## src/rtl/cmp_window_pkg.sv

```systemverilog
// cmp_window_pkg: class encoding and classification helpers for the window comparator
package cmp_pkg;
  localparam int W = 64;
  typedef enum logic [1:0] {
    NONE   = 2'b00,
    BELOW  = 2'b01,
    INSIDE = 2'b10,
    ABOVE  = 2'b11
  } cls_t;
  // Operands arrive already extended to W bits, so callers pass signed_mode=1 to
  // keep N+1-bit semantics even when a hysteresis margin pushes a threshold past the N-bit range.
  function automatic cls_t classify(input logic [W-1:0] a, input logic [W-1:0] lo,
                                    input logic [W-1:0] hi, input logic signed_mode);
    logic lt, gt, bad;
    lt  = signed_mode ? ($signed(a) < $signed(lo)) : (a < lo);
    gt  = signed_mode ? ($signed(a) > $signed(hi)) : (a > hi);
    bad = signed_mode ? ($signed(lo) > $signed(hi)) : (lo > hi);
    return bad ? NONE : lt ? BELOW : gt ? ABOVE : INSIDE;
  endfunction
  function automatic logic [2:0] cls_to_onehot(input cls_t c);
    return {c == ABOVE, c == INSIDE, c == BELOW};
  endfunction
endpackage

```

## src/rtl/cmp_window_if.sv

```systemverilog
// cmp_window_if: sample/threshold inputs and classified outputs of the window comparator
interface cmp_window_if #(parameter int N = 8);
  logic         in_valid;
  logic [N-1:0] A;
  logic [N-1:0] LO;
  logic [N-1:0] HI;
  logic         BELOW;
  logic         INSIDE;
  logic         ABOVE;
  logic         changed;
  logic         win_err;
  modport master (output in_valid, A, LO, HI, input BELOW, INSIDE, ABOVE, changed, win_err);
  modport slave  (input in_valid, A, LO, HI, output BELOW, INSIDE, ABOVE, changed, win_err);
endinterface

```

## src/rtl/cmp_window_debounce.sv

```systemverilog
// cmp_debounce: commits a 2-bit class once DEBOUNCE consecutive valid samples agree
module cmp_debounce import cmp_pkg::*; #(
  parameter int DEBOUNCE = 3
) (
  input  logic clk,
  input  logic reset_n,
  input  logic i_valid,
  input  cls_t i_cls,
  output cls_t o_cls,
  output logic o_changed
);
  localparam int CW = $clog2(DEBOUNCE + 1);
  localparam logic [CW-1:0] MAX = CW'(DEBOUNCE);
  cls_t          r_cand, r_com, w_cand;
  logic [CW-1:0] r_cnt, w_cnt;
  logic          r_chg, w_commit;
  // Next candidate/count; a NONE sample drops the candidate, a new class restarts at 1
  always_comb begin
    w_cand   = i_valid ? i_cls : r_cand;
    w_cnt    = !i_valid ? r_cnt : i_cls == NONE ? '0 : i_cls != r_cand ? CW'(1) :
               r_cnt == MAX ? MAX : r_cnt + 1'b1;
    w_commit = i_valid && w_cnt == MAX && w_cand != r_com;
  end
  // Candidate, count and committed class state with a one-cycle commit pulse
  always_ff @(posedge clk or negedge reset_n) begin
    if (!reset_n) begin
      r_cand <= NONE;
      r_cnt  <= '0;
      r_com  <= NONE;
      r_chg  <= 1'b0;
    end else begin
      r_cand <= w_cand;
      r_cnt  <= w_cnt;
      r_chg  <= w_commit;
      if (w_commit) r_com <= w_cand;
    end
  end
  assign o_cls     = r_com;
  assign o_changed = r_chg;
endmodule

```

## src/rtl/cmp_window.sv

```systemverilog
// cmp_window: debounced window comparator; CMP_WINDOW_HYST_EN widens the window by HYST while INSIDE
module cmp_window import cmp_pkg::*; #(
  parameter int N        = 8,
  parameter int SIGNED   = 0,
  parameter int DEBOUNCE = 3,
  parameter int HYST     = 0
) (
  input logic         clk,
  input logic         reset_n,
  cmp_window_if.slave bus
);
  logic [W-1:0] w_a, w_lo, w_hi, w_lo_t, w_hi_t;
  logic         w_bad, w_chg;
  cls_t         w_raw, w_com, r_raw;
  logic         r_s1_valid, r_win_err, r_changed;
  logic [2:0]   r_oh;
  function automatic logic [W-1:0] ext(input logic [N-1:0] v);
    return {{(W-N){(SIGNED != 0) && v[N-1]}}, v};
  endfunction
  assign w_a   = ext(bus.A);
  assign w_lo  = ext(bus.LO);
  assign w_hi  = ext(bus.HI);
  assign w_bad = $signed(w_lo) > $signed(w_hi);
`ifdef CMP_WINDOW_HYST_EN
  assign w_lo_t = w_com == INSIDE ? w_lo - W'(HYST) : w_lo;
  assign w_hi_t = w_com == INSIDE ? w_hi + W'(HYST) : w_hi;
`else
  logic w_unused_hyst;
  assign w_unused_hyst = |HYST;
  assign w_lo_t = w_lo;
  assign w_hi_t = w_hi;
`endif
  assign w_raw = w_bad ? NONE : classify(w_a, w_lo_t, w_hi_t, 1'b1);
  // Stage 1: register the raw class of each accepted sample; raw is held across gaps
  always_ff @(posedge clk or negedge reset_n) begin
    if (!reset_n) begin
      r_raw      <= NONE;
      r_s1_valid <= 1'b0;
      r_win_err  <= 1'b0;
    end else begin
      r_s1_valid <= bus.in_valid;
      if (bus.in_valid) begin
        r_raw     <= w_raw;
        r_win_err <= w_bad;
      end
    end
  end
  cmp_debounce #(.DEBOUNCE(DEBOUNCE)) u_deb (
    .clk       (clk),
    .reset_n   (reset_n),
    .i_valid   (r_s1_valid),
    .i_cls     (r_raw),
    .o_cls     (w_com),
    .o_changed (w_chg)
  );
  // Output stage: one-hot committed class and change pulse
  always_ff @(posedge clk or negedge reset_n) begin
    if (!reset_n) begin
      r_oh      <= 3'b000;
      r_changed <= 1'b0;
    end else begin
      r_oh      <= cls_to_onehot(w_com);
      r_changed <= w_chg;
    end
  end
  assign bus.BELOW   = r_oh[0];
  assign bus.INSIDE  = r_oh[1];
  assign bus.ABOVE   = r_oh[2];
  assign bus.changed = r_changed;
  assign bus.win_err = r_win_err;
endmodule

```

## src/flat_wrapper.sv

```systemverilog
// flat-port wrapper written by rule: the top's interface ports become plain ports
module cmp_window_flat import cmp_pkg::*;
#(
  parameter int N        = 8,
  parameter int SIGNED   = 0,
  parameter int DEBOUNCE = 3,
  parameter int HYST     = 0
)
  (clk, reset_n, bus_in_valid, bus_A, bus_LO, bus_HI, bus_BELOW, bus_INSIDE, bus_ABOVE, bus_changed, bus_win_err);
  cmp_window_if #(.N(N)) bus_i ();
  input logic clk;
  input logic reset_n;
  input wire logic [$bits(bus_i.in_valid)-1:0] bus_in_valid;
  input wire logic [$bits(bus_i.A)-1:0] bus_A;
  input wire logic [$bits(bus_i.LO)-1:0] bus_LO;
  input wire logic [$bits(bus_i.HI)-1:0] bus_HI;
  output wire logic [$bits(bus_i.BELOW)-1:0] bus_BELOW;
  output wire logic [$bits(bus_i.INSIDE)-1:0] bus_INSIDE;
  output wire logic [$bits(bus_i.ABOVE)-1:0] bus_ABOVE;
  output wire logic [$bits(bus_i.changed)-1:0] bus_changed;
  output wire logic [$bits(bus_i.win_err)-1:0] bus_win_err;
  assign bus_i.in_valid = bus_in_valid;
  assign bus_i.A = bus_A;
  assign bus_i.LO = bus_LO;
  assign bus_i.HI = bus_HI;
  assign bus_BELOW = bus_i.BELOW;
  assign bus_INSIDE = bus_i.INSIDE;
  assign bus_ABOVE = bus_i.ABOVE;
  assign bus_changed = bus_i.changed;
  assign bus_win_err = bus_i.win_err;
  cmp_window #(.N(N), .SIGNED(SIGNED), .DEBOUNCE(DEBOUNCE), .HYST(HYST)) u_core (.clk(clk), .reset_n(reset_n), .bus(bus_i));
endmodule
```

## config.mk

```make
export PLATFORM = sky130hd
export DESIGN_NAME = cmp_window_flat
export DESIGN_NICKNAME = d
export VERILOG_FILES = /design/src/rtl/cmp_window_pkg.sv /design/src/rtl/cmp_window_if.sv /design/src/rtl/cmp_window_debounce.sv /design/src/rtl/cmp_window.sv /design/src/flat_wrapper.sv
export SDC_FILE = /design/constraint.sdc
export NUM_CORES = 1
export LEC_CHECK = 0
export CAP_MARGIN = 25
export CORE_MARGIN = 2
export CORE_UTILIZATION = 44
export CTS_CLUSTER_SIZE = 25
export DETAILED_ROUTE_END_ITERATION = 7
export GPL_TIMING_DRIVEN = 0
export PLACE_DENSITY = 0.71
export SLEW_MARGIN = 20
export SYNTH_ARGS = -nofsm -noshare
export SYNTH_HDL_FRONTEND = slang
export SYNTH_SLANG_ARGS = --single-unit
```

## constraint.sdc

```tcl
create_clock -name clk -period 1.9 [get_ports clk]
set_clock_uncertainty 0.05 [all_clocks]
set_input_delay 0.19 -clock clk [delete_from_list [all_inputs] [get_ports clk]]
set_output_delay 0.19 -clock clk [all_outputs]
set_load 0.02 [all_outputs]
```

**Word level (Yosys, flattened, before mapping)**

Cells that the tools add are included.

- Bits of input ports: 27
- Bits in latches: 0
- Register bits after elaboration: 15
- RAM bits: 0
- Output and inout port bits: 5
- Memories kept: 0
- Bits in read-only memories: 0
- Logic and storage cells: 31

- Add/subtract/negate cells: 1
- Reductions and logical operators: 3
- Equal/unequal tests: 7
- Shift operators: 0
- Bitwise operators: 0
- Divide/modulo/power cells: 0
- Order comparisons: 3
- Mux-type cells: 8
- Multipliers: 0

Operator list:

| operator | number |
|---|---|
| greater-than comparator 8 bit | 2 |
| two-way mux 2 bit | 7 |
| equality test 2 bit (second input constant) | 4 |
| < comparator 8 bit | 1 |
| inequality test 2 bit | 2 |
| adder 2 x 1 -> 2 bit (second input constant) | 1 |
| equality test 2 x 1 -> 1 bit (second input constant) | 1 |
| logical AND 1 bit | 2 |
| logical NOT 2 bit | 1 |
| two-way mux 1 bit | 1 |

**Depth between registers and ports, before layout**

- Word-level depth: 8
- Gate-level depth with buffers: 7
- Depth with buffers taken out: 7

**Cells and area by module**

A second synthesis with hierarchy kept.

- Cell total of the unflattened synthesis: 121
- Area, all modules: 1232.4 µm²

By module, submodules not included:

| module | cells each | sequential area each (µm²) | instances | area an instance (µm²) |
|---|---|---|---|---|
| cmp_window | 91 | 200.2 | 1 | 857.1 |
| cmp_debounce | 30 | 175.2 | 1 | 375.4 |

**Least setup slack after synthesis**

Ideal clock, no wire load.

- Path kind: input to register
- Start: in bus_LO[7]
- End: reg u_core.r_raw[0]
- Library setup time: 0.087 ns
- Setup slack: 0.476 ns
- Path buffers: 0
- Stages on the path: 7
- Arrival time: 1.288 ns
- Data required time: 1.763 ns
- Path through: inv_1 > ha_1 > a41o_1 > a21oi_2 > o31ai_2 > and2_4 > a211oi_2

- Longest elaborated chain between the ends: 3
- Elaborated cells on any way between the ends: 4
- Those cells by class: 2 x order compare; 2 x mux

Ends and longest elaborated chain:

| what | line | RTL |
|---|---|---|
| start, declared | flat_wrapper.sv:15 | `input wire logic [$bits(bus_i.LO)-1:0] bus_LO;` |
| < comparator 8 bit | cmp_window_pkg.sv:15 | `lt = signed_mode ? ($signed(a) < $signed(lo)) : (a < lo);` |
| two-way mux 2 bit | cmp_window_pkg.sv:18 | `return bad ? NONE : lt ? BELOW : gt ? ABOVE : INSIDE;` |
| two-way mux 2 bit * | cmp_window.sv:33 | `assign w_raw = w_bad ? NONE : classify(w_a, w_lo_t, w_hi_t, 1'b1);` |
| end signal, assigned | cmp_window.sv:43 | `r_raw <= w_raw;` |
| end, declared | cmp_window.sv:14 | `cls_t w_raw, w_com, r_raw;` |

Every way passes the cells marked *; elsewhere a longest branch is shown, timed or not.
A chain may end at the register's enable or synchronous reset.

**Worst setup path in the final report**

Ends and elaborated chain as after synthesis.

==> results.sh <==
export IMPL_die_h_um=56.3
export IMPL_final_hold_viol_count=0
export IMPL_coreArea_um2=2520
export IMPL_status="finished, final reports clean"
export IMPL_arrival_ns=1.87
export IMPL_stdcell_area_um2=1580
export IMPL_wl_mm=2.29
export IMPL_crit_chain="clkdlybuf4s50_1, inv_1, ha_1, a41o_1, a21oi_2, o31ai_2, and2_4, a211oi_2"
export IMPL_io_buffer_count=31
export IMPL_ys_flop_type="dfrtp_1"
export IMPL_drive_gt1_frac=0.103
export IMPL_crit_buf_inv=2
export IMPL_synthAdderAreaFrac=0.239
export IMPL_power_mw=1.08
export IMPL_placed_area_um2=1550
export IMPL_grt_pass1_vias=1038
export IMPL_synthMuxAreaShare=0.0520
export IMPL_finalCriticalPeriod_ns=1.72
export IMPL_pwr_density_cell_nw_per_um2=684
export IMPL_cts_sinks=15
export IMPL_ir_worst_vdd_mv=0.557
export IMPL_pre_cts_slack_ns=-0.134
export IMPL_avgSynthCellArea_um2=10.0
export IMPL_drtAntennaViolNets=0
export IMPL_area_growth_synth_to_final_pct=31.2
export IMPL_max_cap_viol_count=0
export IMPL_min_period_over_period=0.905
export IMPL_multi_input_area_um2=752
export IMPL_vias=977
export IMPL_synthDistinctLibCells=33
export IMPL_grt_max_degree=16
export IMPL_diodes=0
export IMPL_overflow=0
export IMPL_rsz0062_at_grt="no"
export IMPL_cts_setup_buffers=0
export IMPL_dieArea_um2=3170
export IMPL_leakage_nw=0.756
export IMPL_synth_top_family_by_area="adder cells"
export IMPL_fin_hold_ws_ns=0.243
export IMPL_relSlewSlack=0.579
export IMPL_yosysTopAreaCell="dfrtp_1"
export IMPL_numCtsBuffers=3
export IMPL_synth_nets=170
export IMPL_drv_slew=0
export IMPL_regArea_um2=375
export IMPL_post_dp_hpwl_mm=2.07
export IMPL_antenna_found_initial=0
export IMPL_clk_latency_ns=0.28
export IMPL_initial_core_util=0.477
export IMPL_synth_seq_area_share=0.312
export IMPL_async_reset_ff_frac=1.00
export IMPL_cp_start_kind="input pin"
export IMPL_crit_cells=8
export IMPL_layout_setup_ws_ns=0.181
export IMPL_drtIter0Drc=7
export IMPL_synth_xor_area_frac=0.0219
export IMPL_finish_utilization=0.625
export IMPL_clockBufferDepth=2
export IMPL_synth_compound_area_frac=0.190
export IMPL_ys_warnings_count=0
export IMPL_cp_end_kind="register"
export IMPL_fillCellCount=230
export IMPL_routed_via_density=5.28
export IMPL_grt_total_usage=0.162
export IMPL_critical_path_class="in2reg"
export IMPL_worst_slew_pin_slew_ns=0.629
export IMPL_rows=18
export IMPL_gp_congestion=0.753
export IMPL_synth_top_area_share=0.312
export IMPL_grt_first_pass_wirelength_mm=4.10
export IMPL_timing_setup_tns_ns=0
export IMPL_hp_class="in2async"
export IMPL_worst_path_largest_cell_delay_ns=0.48
export IMPL_io_pins=32
export IMPL_synthCells=120
export IMPL_final_instance_count_excl_fill=185
export IMPL_post_place_cells=181
export IMPL_avgRoutedWirePerCell_um=12.4
export IMPL_cts_resized_gates=0
export IMPL_ctsHoldBuffers=0
export IMPL_cpLargestDelayFamily="compound AO/OA/AOI/OAI gates"
export IMPL_cp_slowest_cell="clkdlybuf4s50_1"
export IMPL_cts_clk_slew_worst_paths_ns=0.08
export IMPL_fmax_mhz=582
export IMPL_synth_simple_area_share=0.122
export IMPL_required_ns=2.05
export IMPL_cts_root_buf="clkbuf_4"
export IMPL_h_tree_depth=1
export IMPL_drcViolationCount=0
export IMPL_cts_tree="built"
export IMPL_rr_worst_depth=5
export IMPL_nets=206
export IMPL_cp_max_fo=3
export IMPL_drt_pass1_iter_count=3
export IMPL_synthTopCellsByArea="dfrtp_1, ha_1, inv_1"
export IMPL_netlist_area_um2=1200
export IMPL_dieWidth_um=56.3
export IMPL_synth_edf_count=0
export IMPL_synth_seq_cells=15
export IMPL_setup_violations=0
-- cell usage in the layout (no fill, tap or decap), drive strengths merged --
cell	n
clkdlybuf4s50	31
ha	23
inv	20
dfrtp	15
a21oi	12
nand4	6
o21ai	6
nor2b	4
mux2	4
xnor2	3
nor2	3
clkbuf	3
nand3	2
nand2	2
o211ai	2
a21o	2
and2	2
nor3b	1
o32ai	1
mux2i	1
nand3b	1
and3	1
a21boi	1
a211o	1
o21a	1
nand2b	1
a2111oi	1
a41o	1
o31ai	1
o22ai	1
a211oi	1
clkinv	1
-- final cells by class --
cell class              instances  share of cell area
clock buffers                   3              0.0143
flip-flops and latches         15               0.238
repair buffers                 31               0.197
multi-input cells              85               0.477
inverters                      20              0.0476
clock inverters                 1             0.00317
well taps                      30              0.0238
-- worst paths after layout --
check                                        end              startpoint  slack (ns)
min                        u_core.u_deb.r_cnt[0]                 reset_n        0.24
max reg2reg                u_core.u_deb.o_cls[0]  u_core.u_deb.r_cand[1]        0.42
max                              u_core.r_raw[0]               bus_LO[7]        0.18
min in group clk              u_core.bus.changed  u_core.u_deb.o_changed        0.30
min reg2reg                   u_core.bus.changed  u_core.u_deb.o_changed        0.30
max in group asynchronous        u_core.r_raw[0]                 reset_n        1.16
-- per-layer routing --
layer / routed length (um) / part of all wire / global-route usage
met5: 0 / 0 / 0
met4: 72 / 0.031 / 0.102
met3: 83 / 0.036 / 0.0115
met2: 1200 / 0.52 / 0.299
met1: 937 / 0.41 / 0.178
-- Yosys cell counts, drive strengths merged (2+ instances only) --
cell type  count
a21o           2
a21oi         12
and2           2
dfrtp         15
ha            23
inv           20
mux2           4
nand2          2
nand3          2
nand4          6
nor2           3
nor2b          4
o211ai         2
o21ai          6
xnor2          3
-- cell families (layout without fill, tap and decap cells) --
| group | after synthesis | in the layout |
|---|---|---|
| adder cells (fa/ha/maj) | 23 | 23 |
| AO/OA/AOI/OAI | 31 | 31 |
| flip-flops | 15 | 15 |
| AND/OR/NAND/NOR | 23 | 23 |
| multiplexers | 5 | 5 |
| buffers and inverters | 20 | 55 |
| XOR/XNOR | 3 | 3 |
-- sequential cells by signal, summed over array words and instances (netlist names) --
name and flops:
u_core.r_oh 3, u_core.r_raw 2, u_core.u_deb.o_cls 2, u_core.u_deb.r_cand 2
u_core.u_deb.r_cnt 2, u_core.bus.changed 1, u_core.bus.win_err 1, u_core.r_s1_valid 1
u_core.u_deb.o_changed 1
-- power breakdown --
part	switching, mW	total (mW)	leakage (nW)	internal [mW]
clock	0.0984	0.177	0.0177	0.0782
combinational	0.187	0.435	0.548	0.248
sequential	0.0699	0.466	0.191	0.397
total	0.355	1.08	0.756	0.723
Power figures use the tool's default switching activity.
